**config.mk**
```make
export PLATFORM = sky130hd
export DESIGN_NAME = inv_trans_divider
export DESIGN_NICKNAME = d
export VERILOG_FILES = /design/src/rtl/inv_trans_divider.sv
export SDC_FILE = /design/constraint.sdc
export NUM_CORES = 1
export LEC_CHECK = 0
export BUFFER_PORTS_ARGS = -buffer_cell sky130_fd_sc_hd__buf_2
export CAP_MARGIN = 30
export CORE_UTILIZATION = 40
export CTS_CLUSTER_SIZE = 10
export DETAILED_ROUTE_END_ITERATION = 8
export PLACE_DENSITY = 0.56
export SLEW_MARGIN = 20
export SYNTH_ARGS = -nofsm -noshare
export SYNTH_HDL_FRONTEND = slang
export SYNTH_SLANG_ARGS = --single-unit
```
**constraint.sdc**
```tcl
create_clock -name clk -period 3.9 [get_ports clk]
set_input_delay 0.39 -clock clk [delete_from_list [all_inputs] [get_ports clk]]
set_output_delay 0.39 -clock clk [all_outputs]
set_load 0.05 [all_outputs]
```
**src/rtl/inv_trans_divider.sv**
```systemverilog
// Reciprocal unit: inv_trans = min(floor(N / max(trans, T_MIN)), INV_MAX) in Q2.8, sat flags the clamp.
// Latency: out_valid rises 17 clock edges after the accept edge; one result per 19 cycles unthrottled.
// Backpressure: in_ready only in IDLE; the result is held in DONE until out_ready.
// Build option: define INV_TRANS_ROUND_EN for round-to-nearest (N = 2^16 + d/2); otherwise truncation (N = 2^16).
module inv_trans_divider #(
  parameter int T_MIN   = 64,
  parameter int INV_MAX = 1023
) (
  input  logic       clk,
  input  logic       rst,
  input  logic       in_valid,
  output logic       in_ready,
  input  logic [7:0] trans,
  output logic       out_valid,
  input  logic       out_ready,
  output logic [9:0] inv_trans,
  output logic       sat
);

  typedef enum logic [1:0] {
    IDLE = 2'd0,
    CALC = 2'd1,
    DONE = 2'd2
  } state_t;

  localparam logic [7:0]  TMIN8      = T_MIN[7:0];
  localparam logic [9:0]  INV_MAX10  = INV_MAX[9:0];
  localparam logic [16:0] INV_MAX17  = 17'(INV_MAX);
  localparam logic [16:0] N_BASE     = 17'h10000;
  localparam logic [4:0]  LAST_STEP  = 5'd16;

  state_t      state_q;
  logic [7:0]  d_q;        // clamped divisor
  logic [16:0] n_q;        // dividend, shifted left one bit per step
  logic [7:0]  rem_q;      // partial remainder, always < d
  logic [16:0] quo_q;      // quotient bits collected MSB first
  logic [4:0]  cnt_q;      // step index 0..16
  logic        in_ready_q;
  logic        out_valid_q;
  logic [9:0]  inv_q;
  logic        sat_q;

  logic [7:0]  d_d;
  logic [16:0] n_d;
  logic [8:0]  rem_sh;
  logic        q_bit;
  logic [7:0]  rem_d;
  logic [16:0] quo_d;

  // Operand setup for an accept, and one restoring step on the current state
  always_comb begin
    d_d = (trans < TMIN8) ? TMIN8 : trans;
`ifdef INV_TRANS_ROUND_EN
    n_d = N_BASE + {10'd0, d_d[7:1]};
`else
    n_d = N_BASE;
`endif
    rem_sh = {rem_q, n_q[16]};
    q_bit  = (rem_sh >= {1'b0, d_q});
    rem_d  = q_bit ? 8'(rem_sh - {1'b0, d_q}) : rem_sh[7:0];
    quo_d  = {quo_q[15:0], q_bit};
  end

  // Control FSM with registered handshake and result outputs
  always_ff @(posedge clk) begin
    if (rst) begin
      state_q     <= IDLE;
      d_q         <= '0;
      n_q         <= '0;
      rem_q       <= '0;
      quo_q       <= '0;
      cnt_q       <= '0;
      in_ready_q  <= 1'b1;
      out_valid_q <= 1'b0;
      inv_q       <= '0;
      sat_q       <= 1'b0;
    end else begin
      case (state_q)
        IDLE: begin
          if (in_valid && in_ready_q) begin
            d_q        <= d_d;
            n_q        <= n_d;
            rem_q      <= '0;
            quo_q      <= '0;
            cnt_q      <= '0;
            in_ready_q <= 1'b0;
            state_q    <= CALC;
          end
        end
        CALC: begin
          rem_q <= rem_d;
          quo_q <= quo_d;
          n_q   <= {n_q[15:0], 1'b0};
          cnt_q <= 5'(cnt_q + 5'd1);
          if (cnt_q == LAST_STEP) begin
            // quo_d holds the complete 17-bit quotient on the final step
            inv_q       <= (quo_d > INV_MAX17) ? INV_MAX10 : quo_d[9:0];
            sat_q       <= (quo_d > INV_MAX17);
            out_valid_q <= 1'b1;
            state_q     <= DONE;
          end
        end
        DONE: begin
          if (out_ready) begin
            out_valid_q <= 1'b0;
            in_ready_q  <= 1'b1;
            state_q     <= IDLE;
          end
        end
        default: begin
          state_q     <= IDLE;
          in_ready_q  <= 1'b1;
          out_valid_q <= 1'b0;
        end
      endcase
    end
  end

  assign in_ready  = in_ready_q;
  assign out_valid = out_valid_q;
  assign inv_trans = inv_q;
  assign sat       = sat_q;

endmodule

```
### After elaboration in Yosys (flattened, before gate mapping)

Cells that the tools add are included.

* word-level logic and storage cells: 53
* input bits: 12
* register bits: 69
* output and inout bits: 13

* equality and inequality tests: 6
* add/sub/neg operators: 2
* muxes and demuxes: 21
* $lt $le $gt $ge: 3
* bitwise logic cells: 2
* reduce and logical (&&, ||, !) cells: 9

Operators by type and width (count)
* one-hot mux 17 bit (2 select lines): 1
* one-hot mux 16 bit (2 select lines): 1
* 2-to-1 mux 8 bit: 3
* > comparator 17 x 10 -> 1 bit, second input constant: 1
* 2-to-1 mux 17 bit: 1
* 2-to-1 mux 16 bit: 1
* one-hot mux 8 bit (2 select lines): 1
* 2-to-1 mux 10 bit: 1
* one-hot mux 5 bit (2 select lines): 1
* greater-or-equal comparator 9 x 8 -> 1 bit: 1
* AND reduction 3 bit: 3
* less-than comparator 8 x 7 -> 1 bit, second input constant: 1
* subtractor 8 bit: 1
* 2-to-1 mux 2 bit: 3
* != test 2 bit, second input constant: 3
* one-hot mux 1 bit (3 select lines): 2
* one-hot mux 2 bit (3 select lines): 1
* AND reduction 2 bit: 3
* adder 5 x 1 -> 5 bit, second input constant: 1
* == test 5 bit, second input constant: 1
* 2-to-1 mux 5 bit: 1
* 2-to-1 mux 1 bit: 4
* == test 2 x 1 -> 1 bit, second input constant: 1
* == test 2 bit, second input constant: 1
* 4 further kinds: 5

### Logic depth before layout (Yosys ltp)

Gate-level depths: netlist of run 1.

* depth after elaboration: 3
* depth in mapped cells: 9
* mapped depth without buffers: 9

### Worst setup path before layout of run 1

Ideal clock, no wire load.

* kind: flip-flop to flip-flop
* start: register n_q[16]
* end: register rem_q[6]
* required time: 3.831 ns
* setup time: 0.069 ns
* buffers on the path: 0
* path slack: 1.992 ns
* stages on the path, launching flop included: 10
* period minus slack after synthesis: 1.908 ns
* data arrival time: 1.839 ns
* path through: dfxtp_1 inv_1 ha_1 fa_1 nor2b_4 o31a_1 o21a_1 nor3_1 or3b_1 o21ai_1

* cells in the longest elaborated chain, start to end: 3
* elaborated cells on any way between the ends: 4
* classes of those cells: add/sub (1); order compare (1); mux (2)

RTL lines
* start: declaration: line 34 `logic [16:0] n_q;`
* start signal: assignment: line 82 `n_q <= n_d;`
* start signal: assignment: line 93 `n_q <= {n_q[15:0], 1'b0};`
* subtractor 8 bit or greater-or-equal comparator 9 x 8 -> 1 bit (tied branches): line 60, 59
* 2-to-1 mux 8 bit (*): line 60 `rem_d = q_bit ? 8'(rem_sh - {1'b0, d_q}) : rem_sh[7:0];`
* one-hot mux 8 bit (2 select lines) (*): line 78 `case (state_q)`
* end signal: assignment: line 91 `rem_q <= rem_d;`
* end: declaration: line 35 `logic [7:0] rem_q;`

Every way passes the cells marked *; elsewhere a longest branch is shown, timed or not.
A chain may end at the register's enable or synchronous reset.

### Worst setup path after layout of run 1

* start: register d_q[3]
* end: register rem_q[1]

* cells in the longest elaborated chain, start to end: 3

RTL lines
* start: declaration: line 33 `logic [7:0] d_q;`
* start signal: assignment: line 68 `d_q <= '0;`
* start signal: assignment: line 81 `d_q <= d_d;`
* greater-or-equal comparator 9 x 8 -> 1 bit: line 59 `q_bit = (rem_sh >= {1'b0, d_q});`
* 2-to-1 mux 8 bit: line 60
* one-hot mux 8 bit (2 select lines): line 78

Every way passes these cells.

==> flow_summary.yaml, run 1 <==
route:
  met3_length_um: 167
  drt_iter0_drc: 114
  top_layer: "met4"
  drcViolationCount: 0
  drtPass1Iterations: 4
  vias_per_cell: 5.26
  dr_total_vias: 2061
  wl_met2_mm: 2.37
  routedWlPerCell_um: 13.0
  drt-met1-wl_mm: 2.55
  ant_nets: 0
  wl_mm: 5.11
grt:
  grt_usage: 0.180
  grt_max_degree: 30
  grt_pass1_vias: 1942
  grt_pass1_wl_mm: 8.97
  antenna_found_initial: 0
  overflow: 0
worst_setup_path:
  cpLargestDelayFamily: "compound AO/OA/AOI/OAI gates"
  r2r_cells: 8
  worst-path-buf-inv: 1
  crit_type: "register to register"
  cp-end-kind: "register"
  cp.arrival_ns: 2.39
  crit_fanout: 11
  slowest_delay_ns: 0.46
  cp_cell_sequence: "inv_1, ha_1, a21o_1, a21oi_1, o2111ai_1, nand2_1, mux2i_1, a22o_1"
  cpMaxStageDelayCell: "nand2_1"
  start_kind: "register"
  critPathRequiredTime_ns: 4.11
  worst-path-stages: 8
cts:
  cts_setup_buffers: 0
  cts_hold_buf: 0
  cts_tree: "built"
  cts_buffers: 5
  cts.htree.levels: 2
  numClockSinks: 53
  clk_latency_ns: 0.30
  root_buffer: "clkbuf_8"
  clockBufferDepth: 2
  cts_resized: 0
  clk_pin_slew_ns: 0.10
power_and_ir_drop:
  leakagePower_uw: 0.00107
  cellPowerDensity_mw_per_mm2: 445
  peakVddDrop_v: 0.000211
  total_power_uw: 1200
finish:
  syn2layout_area_growth_pct: 12.0
  antenna_cells: 0
  regArea_mm2: 0.00106
  final_common_cell: "dfxtp_1"
  layout.cells.most_common_list: "dfxtp_1, a21oi_1, nor2_1, nand2_1, nand3_1"
  multi_input_area_mm2: 0.00122
  final_cell_area_mm2: 0.00269
  post_layout_nonfiller_instances: 392
  nNetsFinal: 342
  drive_above_1_share: 0.125
  fillers: 560
sta:
  tns_ns: 0
  max_freq_ghz: 0.458
  rsz0062_at_grt: "false"
  tightest_slew_ns: 0.829
  slew_viol_final: 0
  fin_crit_sh: 0.560
  setup-violations-final: 0
  timing_hold_violations_final: 0
  relSlewSlack: 0.447
  fin_crit_ns: 2.18
  setup_ws_ns: 1.72
  fin_skew_ns: 0.00557
synth:
  synth_edf_count: 0
  syn-cell-area_mm2: 0.00240
  seq_area_frac_synth: 0.441
  synth_nets: 324
  yosysWarnings: 0
  ys_types: 40
  syn_inst: 301
  synth-seq-cells: 53
  syn_area_per_cell_um2: 7.99
  synth_top_flop_cell: "dfxtp_1"
  synthArstFlopShare: 0
placement:
  place_ws_ns: 1.73
  hpwl_mm: 3.44
  dp_cells: 383
  placed_area_mm2: 0.00256
  io_buffer_count: 24
  gp_congestion: 0.810
flow_run:
  cap_violations: 0
floorplan:
  row_count: 27
  io_pins: 25
  core_mm2: 0.00564
  die_area_mm2: 0.00632
  die-width_um: 79.5
  start_util: 0.426
  die_y_um: 79.5
worst_hold_path:
  worstHoldPathCells: 3
  worstHoldPathType: "input pin to register"
run_status:
  status: "finished, final reports clean"
worst min-delay path, cell delays in order:
cell	delay, ns
buf_2	0.10
nand3_1	0.05
a21oi_1	0.06
registers in the layout, summed over array words and instances, names as in the netlist:
signal	cells
state_q	2
out_valid	1
inv_trans	10
sat	1
in_ready	1
d_q	8
quo_q	16
n_q	1
rem_q	8
cnt_q	5
metal layers:
layer / vias up / global-route usage
li1: 1059 / -
met1: 968 / 0.235
met2: 32 / 0.303
met3: 2 / 0.0354
met4: 0 / 0.0436
met5: - / 0
per-stage QoR:
step	utilization	hold WS [ns]
6_report	0.477	0.335
5_1_grt	0.477	0.324
4_1_cts	0.475	0.321
3_5_place_dp	0.455	0.447
3_3_place_gp	0.455	0.441
2_1_floorplan	-	0.429
synthesized netlist by cell type, types with 4 or more instances:
cell	number	area, um2
mux2i_1	6	60.1
nand3_1	27	135
nor3_1	15	75.1
clkbuf_1	9	33.8
o21ai_0	10	50.1
dfxtp_1	53	1060
inv_1	14	52.6
buf_1	4	15.0
nor2b_1	4	25.0
nand2_1	34	128
nor2_1	35	131
a21oi_1	38	190
ha_1	10	125
where the power goes:
group          internal, uW  switching, uW
logic                  95.8            145
registers               559           15.1
clock network           192            189
total                   847            349
layout make-up:
cell class / instances / share of cell area
clock inverters: 3 / 0.0172
multi-input cells: 217 / 0.453
well taps: 72 / 0.0335
repair buffers: 28 / 0.0572
clock buffers: 5 / 0.0256
flip-flops and latches: 53 / 0.394
inverters: 14 / 0.0195
kinds of logic (layout without fill, tap and decap cells):
group,Yosys count,in the layout,synth area share
DFF,53,53,0.441
adders and majority gates,11,11,0.0604
AOI/OAI and AO/OA,66,66,0.157
buffers and inverters,31,50,0.0515
and+or+nand+nor,131,131,0.254
muxes,6,6,0.0250
xor gates and xnor gates,3,3,0.0109
worst paths after layout:
check / start / end / slack (ns)
worst min register to register: d_q[4] / d_q[4] / 0.46
worst max-delay path: d_q[3] / rem_q[1] / 1.72
worst min-delay path: trans[0] / d_q[0] / 0.34
worst max register to register: d_q[3] / rem_q[1] / 1.72
No activity file was read; power rests on OpenSTA's default activity.
==> run 2, diff against run 1 <==
--- a/config.mk
+++ b/config.mk
@@ -5,6 +5,7 @@
 export SDC_FILE = /design/constraint.sdc
 export NUM_CORES = 1
 export LEC_CHECK = 0
+export ABC_AREA = 1
 export BUFFER_PORTS_ARGS = -buffer_cell sky130_fd_sc_hd__buf_2
 export CAP_MARGIN = 30
 export CORE_UTILIZATION = 40
==> constraint.sdc (replaced) <==
create_clock -name clk -period 2.2 [get_ports clk]
set_input_delay 0.22 -clock clk [delete_from_list [all_inputs] [get_ports clk]]
set_output_delay 0.22 -clock clk [all_outputs]
set_load 0.05 [all_outputs]
==> run 2 against run 1 <==
  * Total power grew to 2.6 times the previous value
  * Die area increased by 6.0%
  * Critical path depth is 2 higher
  * Fmax is 21% higher
  * Combinational power increased to 5.8 times the previous value
  * Global-route usage up 0.50 points
  * Largest cell class unchanged
  * Highest routed layer unchanged
==> flow_summary.yaml, run 2 <==
cts:
  cts_tree: "built"
  cts_resized: 0
  cts_buffers: 5
  clk_pin_slew_ns: 0.10
  clockBufferDepth: 2
  numClockSinks: 53
  cts.htree.levels: 2
  clk_latency_ns: 0.31
  root_buffer: "clkbuf_8"
  cts_hold_buf: 0
  cts_setup_buffers: 0
synth:
  synth_top_flop_cell: "dfxtp_1"
  synth-seq-cells: 53
  synth_most_common_cell: "nand2_1"
  seq_area_frac_synth: 0.416
  synth_top_cell_by_area: "dfxtp_1"
  syn_inst: 344
  syn_area_per_cell_um2: 7.42
  synth.top_cells.by_area: "dfxtp_1, nand2_1, a21oi_1"
  syn-cell-area_mm2: 0.00255
  yosysWarnings: 0
  synth_nets: 367
  synthArstFlopShare: 0
  ys_types: 33
  netlist.area_leader.share: 0.416
  yosys-top-cells-count: "nand2_1, dfxtp_1, a21oi_1, inv_1, nor2_1"
  synth_edf_count: 0
worst_setup_path:
  cp.arrival_ns: 2.05
  critPathRequiredTime_ns: 2.45
  slowest_delay_ns: 0.32
  cpMaxStageDelayCell: "dfxtp_1"
  cp-end-kind: "register"
  startpoint: "d_q[2]"
  start_kind: "register"
  crit_type: "register to register"
  worstReg2RegStart: "d_q[2]"
  cp_cell_sequence: "inv_1, ha_1, or2_1, nand3_1, nand2_1, nand2_2, nand2_4, nand2_1, nand3_1, a21oi_1"
  crit_fanout: 10
placement:
  io_buffer_count: 24
  hpwl_mm: 3.87
  dp_cells: 435
  gp_congestion: 0.871
floorplan:
  die_y_um: 81.9
  io_pins: 25
  die-width_um: 81.9
  row_count: 28
  core_mm2: 0.00603
  die_area_mm2: 0.00670
  start_util: 0.424
sta:
  tns_ns: 0
  fin_skew_ns: 0.00779
  max_freq_ghz: 0.555
  timing_hold_violations_final: 0
  fin_crit_ns: 1.80
  fin_crit_sh: 0.819
  setup-violations-final: 0
  rsz0062_at_grt: "false"
  relSlewSlack: 0.692
  slew_viol_final: 0
  tightest_slew_ns: 0.463
finish:
  nNetsFinal: 390
  final_common_cell: "nand2_1"
  antenna_cells: 0
  regMostFlops: "quo_q"
  drive_above_1_share: 0.144
  fillers: 630
  layout.cells.most_common_list: "nand2_1, dfxtp_1, a21oi_1, inv_1, nor2_1"
  post_layout_nonfiller_instances: 443
  syn2layout_area_growth_pct: 11.1
  largest_register_ffs: 16
power_and_ir_drop:
  p_seq_frac: 0.356
  swShare: 0.422
  pwr-share-clk: 0.194
  power_switching_uw: 1310
  leakagePower_uw: 0.00124
  combPwrFrac: 0.449
  cellPowerDensity_mw_per_mm2: 1100
  p_int_uw: 1800
  peakVddDrop_v: 0.000565
route:
  vias_per_cell: 4.98
  dr_total_vias: 2208
  ant_nets: 0
  routedWlPerCell_um: 12.7
  drtPass1Iterations: 4
  wl_mm: 5.63
  drcViolationCount: 0
  drt_iter0_drc: 112
grt:
  antenna_found_initial: 0
  grt_pass1_wl_mm: 9.30
  grt_max_degree: 40
  grt_usage: 0.185
  grt_pass1_vias: 1999
  overflow: 0
flow_run:
  cap_violations: 0
run_status:
  status: "finished, final reports clean"
worst_hold_path:
  worstHoldStart: "trans[0]"
  worstHoldPathType: "input pin to register"
-- run 2: cell count changes after synthesis, sizes merged, moves of 5 or more --
cell,previous run,this run
mux2i,6,0
nor3,15,4
nand2,34,88
inv,14,43
nor2b,5,0
-- run 2: worst max-delay path: cells and delay by family, from the launching register on --
family | cells | cell delay (ns)
buffers and inverters | 1 | 0.06
AO/OA/AOI/OAI | 1 | 0.15
AND/OR/NAND/NOR | 7 | 0.89
flip-flops | 1 | 0.32
adder cells (fa/ha/maj) | 1 | 0.32
-- run 2: path summary, 6_finish.rpt --
path	endpoint	slack [ns]	depth (start not counted)
max	rem_q[2]	0.40	10
max reg2reg	rem_q[2]	0.40	10
min	d_q[0]	0.17	3
min reg2reg	quo_q[15]	0.48	2
-- run 2: layer usage --
metal | track usage | vias up | share of wire
met5 | 0 | - | 0
met4 | 0.0526 | 0 | 0.011
met3 | 0.0422 | 5 | 0.039
met2 | 0.294 | 32 | 0.44
met1 | 0.249 | 1017 | 0.51
li1 | - | 1154 | -
-- run 2: logic make-up after synthesis --
logic type | Yosys count | share of synthesized area
buf+inv | 55 | 0.0877
compound gates | 66 | 0.153
flops | 53 | 0.416
xor+xnor | 3 | 0.0103
simple gates | 156 | 0.276
fa+ha+maj | 11 | 0.0569
-- run 2: cell type report --
type | count | area, um2 | share of cell area
inverter | 43 | 164 | 0.0578
sequential | 53 | 1060 | 0.374
clock buffer | 6 | 82.6 | 0.0291
tap | 75 | 93.8 | 0.0331
timing repair buffer | 28 | 150 | 0.0530
clock inverter | 2 | 16.3 | 0.00574
multi-input combinational | 236 | 1270 | 0.447
-- run 2: power groups by stage --
stage | Clock, uW | Combinational [uW] | Sequential (uW)
6_report | 603 | 1400 | 1110
5_1_grt | 647 | 1600 | 1120
4_1_cts | 620 | 1400 | 1110
3_5_place_dp | 0 | 1390 | 1130
3_3_place_gp | 0 | 1400 | 1130
2_1_floorplan | 0 | 1130 | 1110
-- run 2: through the flow --
stage	setup WS [ns]	hold slack, ns	instance area [um2]	utilization	power [uW]
after global routing	0.220	0.197	2840	0.471	3360
after global placement	0.421	0.448	2740	0.454	2530
final	0.399	0.171	2840	0.471	3110
after detailed placement	0.398	0.469	2740	0.454	2510
after CTS	0.383	0.168	2840	0.471	3130
after floorplan	0.573	0.380	2550	-	2240
==> run 3, diff against run 2 <==
--- a/config.mk
+++ b/config.mk
@@ -11,7 +11,7 @@
 export CORE_UTILIZATION = 40
 export CTS_CLUSTER_SIZE = 10
 export DETAILED_ROUTE_END_ITERATION = 8
-export PLACE_DENSITY = 0.56
+export PLACE_DENSITY = 0.58
 export SLEW_MARGIN = 20
 export SYNTH_ARGS = -nofsm -noshare
 export SYNTH_HDL_FRONTEND = slang
==> constraint.sdc (replaced) <==
create_clock -name clk -period 1.5 [get_ports clk]
set_input_delay 0.15 -clock clk [delete_from_list [all_inputs] [get_ports clk]]
set_output_delay 0.15 -clock clk [all_outputs]
set_load 0.05 [all_outputs]
==> run 3 against run 2 <==
  * The run now ends with setup timing left
  * Non-clock buffer count up 47
  * Via count up 11%
  * Clock power is 43% higher
  * Global-route usage increased by 2.0 points
  * Final cell count up 11%
  * Die area is the same
  * Setup slack worse by 0.51 ns
  * Combinational power is 150% higher
  * Largest cell class unchanged
  * Total power rose by 92%
==> flow_summary.yaml, run 3 (synthesized netlist as in run 2, its figures left out) <==
finish:
  fillers: 548
  antenna_cells: 0
  syn2layout_area_growth_pct: 38.5
  layout.cells.most_common_list: "nand2_1, buf_4, a21oi_1, dfxtp_1, inv_1"
  nNetsFinal: 440
  final_common_cell: "nand2_1"
  regMostFlops: "quo_q"
  regArea_mm2: 0.00108
  largest_register_ffs: 16
  drive_above_1_share: 0.404
  multi_input_area_mm2: 0.00157
sta:
  fin_crit_ns: 1.61
  fin_skew_ns: 0.0101
  fin_crit_sh: 1.07
  rsz0062_at_grt: "true"
  setup_ws_ns: -0.111
  tightest_slew_ns: 0.397
  relSlewSlack: 0.735
  setup-violations-final: 20
  max_freq_ghz: 0.621
  tns_ns: -1.18
  slew_viol_final: 0
  timing_hold_violations_final: 0
floorplan:
  row_count: 28
  die_area_mm2: 0.00670
  die_y_um: 81.9
  core_mm2: 0.00603
  io_pins: 25
  die-width_um: 81.9
  start_util: 0.424
cts:
  clk_latency_ns: 0.32
  cts.htree.levels: 2
  clockBufferDepth: 2
  numClockSinks: 53
  clk_pin_slew_ns: 0.10
  cts_hold_buf: 0
  root_buffer: "clkbuf_8"
  cts_tree: "built"
  cts_buffers: 5
power_and_ir_drop:
  total_power_uw: 5980
  peakVddDrop_v: 0.000825
  leakagePower_uw: 0.00150
  pwr-share-clk: 0.144
  p_seq_frac: 0.279
  combPwrFrac: 0.577
  swShare: 0.429
  p_int_uw: 3410
  cellPowerDensity_mw_per_mm2: 1690
  power_switching_uw: 2570
flow_run:
  cap_violations: 0
route:
  ant_nets: 0
  wl_mm: 6.39
  dr_total_vias: 2441
  vias_per_cell: 4.95
  routedWlPerCell_um: 13.0
  drt_iter0_drc: 129
  drtPass1Iterations: 4
  drcViolationCount: 0
worst_setup_path:
  cp-end-kind: "register"
  cp_cell_sequence: "inv_2, ha_4, inv_2, nor2_1, nand3_1, nand2_2, nor2_4, buf_6, nand3_1, nand3_1, a21oi_1"
  startpoint: "d_q[6]"
  crit_type: "register to register"
  slowest_delay_ns: 0.34
  cp.arrival_ns: 1.81
  start_kind: "register"
  worstReg2RegStart: "d_q[6]"
  crit_fanout: 6
  cpLargestDelayFamily: "simple AND/OR/NAND/NOR gates"
  critPathRequiredTime_ns: 1.70
  worst-path-buf-inv: 3
  cpMaxStageDelayCell: "dfxtp_2"
  r2r_setup_slack_ns: -0.11
  path_common_cell: "nand3_1"
grt:
  grt_usage: 0.205
  antenna_found_initial: 0
  grt_max_degree: 22
  grt_pass1_vias: 2191
  overflow: 0
  grt_pass1_wl_mm: 10.3
placement:
  hpwl_mm: 4.20
  gp_congestion: 0.865
  io_buffer_count: 24
run_status:
  status: "complete, but fails checks"
  violations: "setup timing"
worst_hold_path:
  worstHoldPathType: "input pin to register"
  worstHoldStart: "trans[0]"
## run 3: cell count changes in the layout (fill, tap and decap cells not counted), sizes merged
| cell | before | now |
|---|---|---|
| clkinvlp | 1 | 2 |
| clkbuf | 6 | 5 |
| nor2 | 33 | 34 |
| nand2 | 88 | 90 |
| buf | 28 | 75 |
## run 3: final cells by class
class                      instances  area share
inverter                          43      0.0464
tap                               75      0.0265
timing repair buffer              75       0.151
clock buffer                       5      0.0195
sequential                        53       0.305
clock inverter                     3     0.00743
multi-input combinational        239       0.444
## run 3: per-layer routing
metal	part of all wire	GRT usage	wire [um]
met4	0.020	0.0807	128
met1	0.47	0.278	2970
met3	0.048	0.0400	307
met5	0	0	0
met2	0.47	0.319	2980
## run 3: final timing paths
| check | to | cells after the start |
|---|---|---|
| setup reg to reg | rem_q[0] | 11 |
| hold / removal | d_q[0] | 3 |
| hold reg to reg | in_ready | 2 |
| setup / recovery | rem_q[0] | 11 |
## run 3: repair_timing
item | 4_1_cts | 5_1_grt
hold endpoints to repair | 0 | 0
setup endpoints to repair | 20 | 20
pin swaps | 15 | 13
setup buffers | 2 | 8
gates resized for setup | 33 | 44
cloned | 3 | 1
## run 3: power groups by stage
stage          registers, uW  logic [uW]  clock network (uW)
2_1_floorplan           1650        1780                   0
3_3_place_gp            1650        2540                   0
3_5_place_dp            1650        2540                   0
4_1_cts                 1660        3040                 888
5_1_grt                 1680        3790                 952
6_report                1670        3450                 862
## run 3: worst register-to-register path: stages, from the launching register on
cell and delay (ns):
dfxtp_2 0.34, inv_2 0.05, ha_4 0.26, inv_2 0.06
nor2_1 0.04, nand3_1 0.09, nand2_2 0.08, nor2_4 0.25
buf_6 0.14, nand3_1 0.06, nand3_1 0.08, a21oi_1 0.06
## run 3: through the flow
stage,util,hold slack [ns],instance area [um2],worst slack (ns),instances
after floorplan,-,0.310,2630,0.00520,344
after global placement,0.513,0.438,3090,-0.228,471
after detailed placement,0.513,0.443,3090,-0.229,471
after CTS,0.552,0.0958,3330,-0.0915,484
after global routing,0.587,0.116,3530,-0.191,493
final,0.587,0.102,3530,-0.111,493
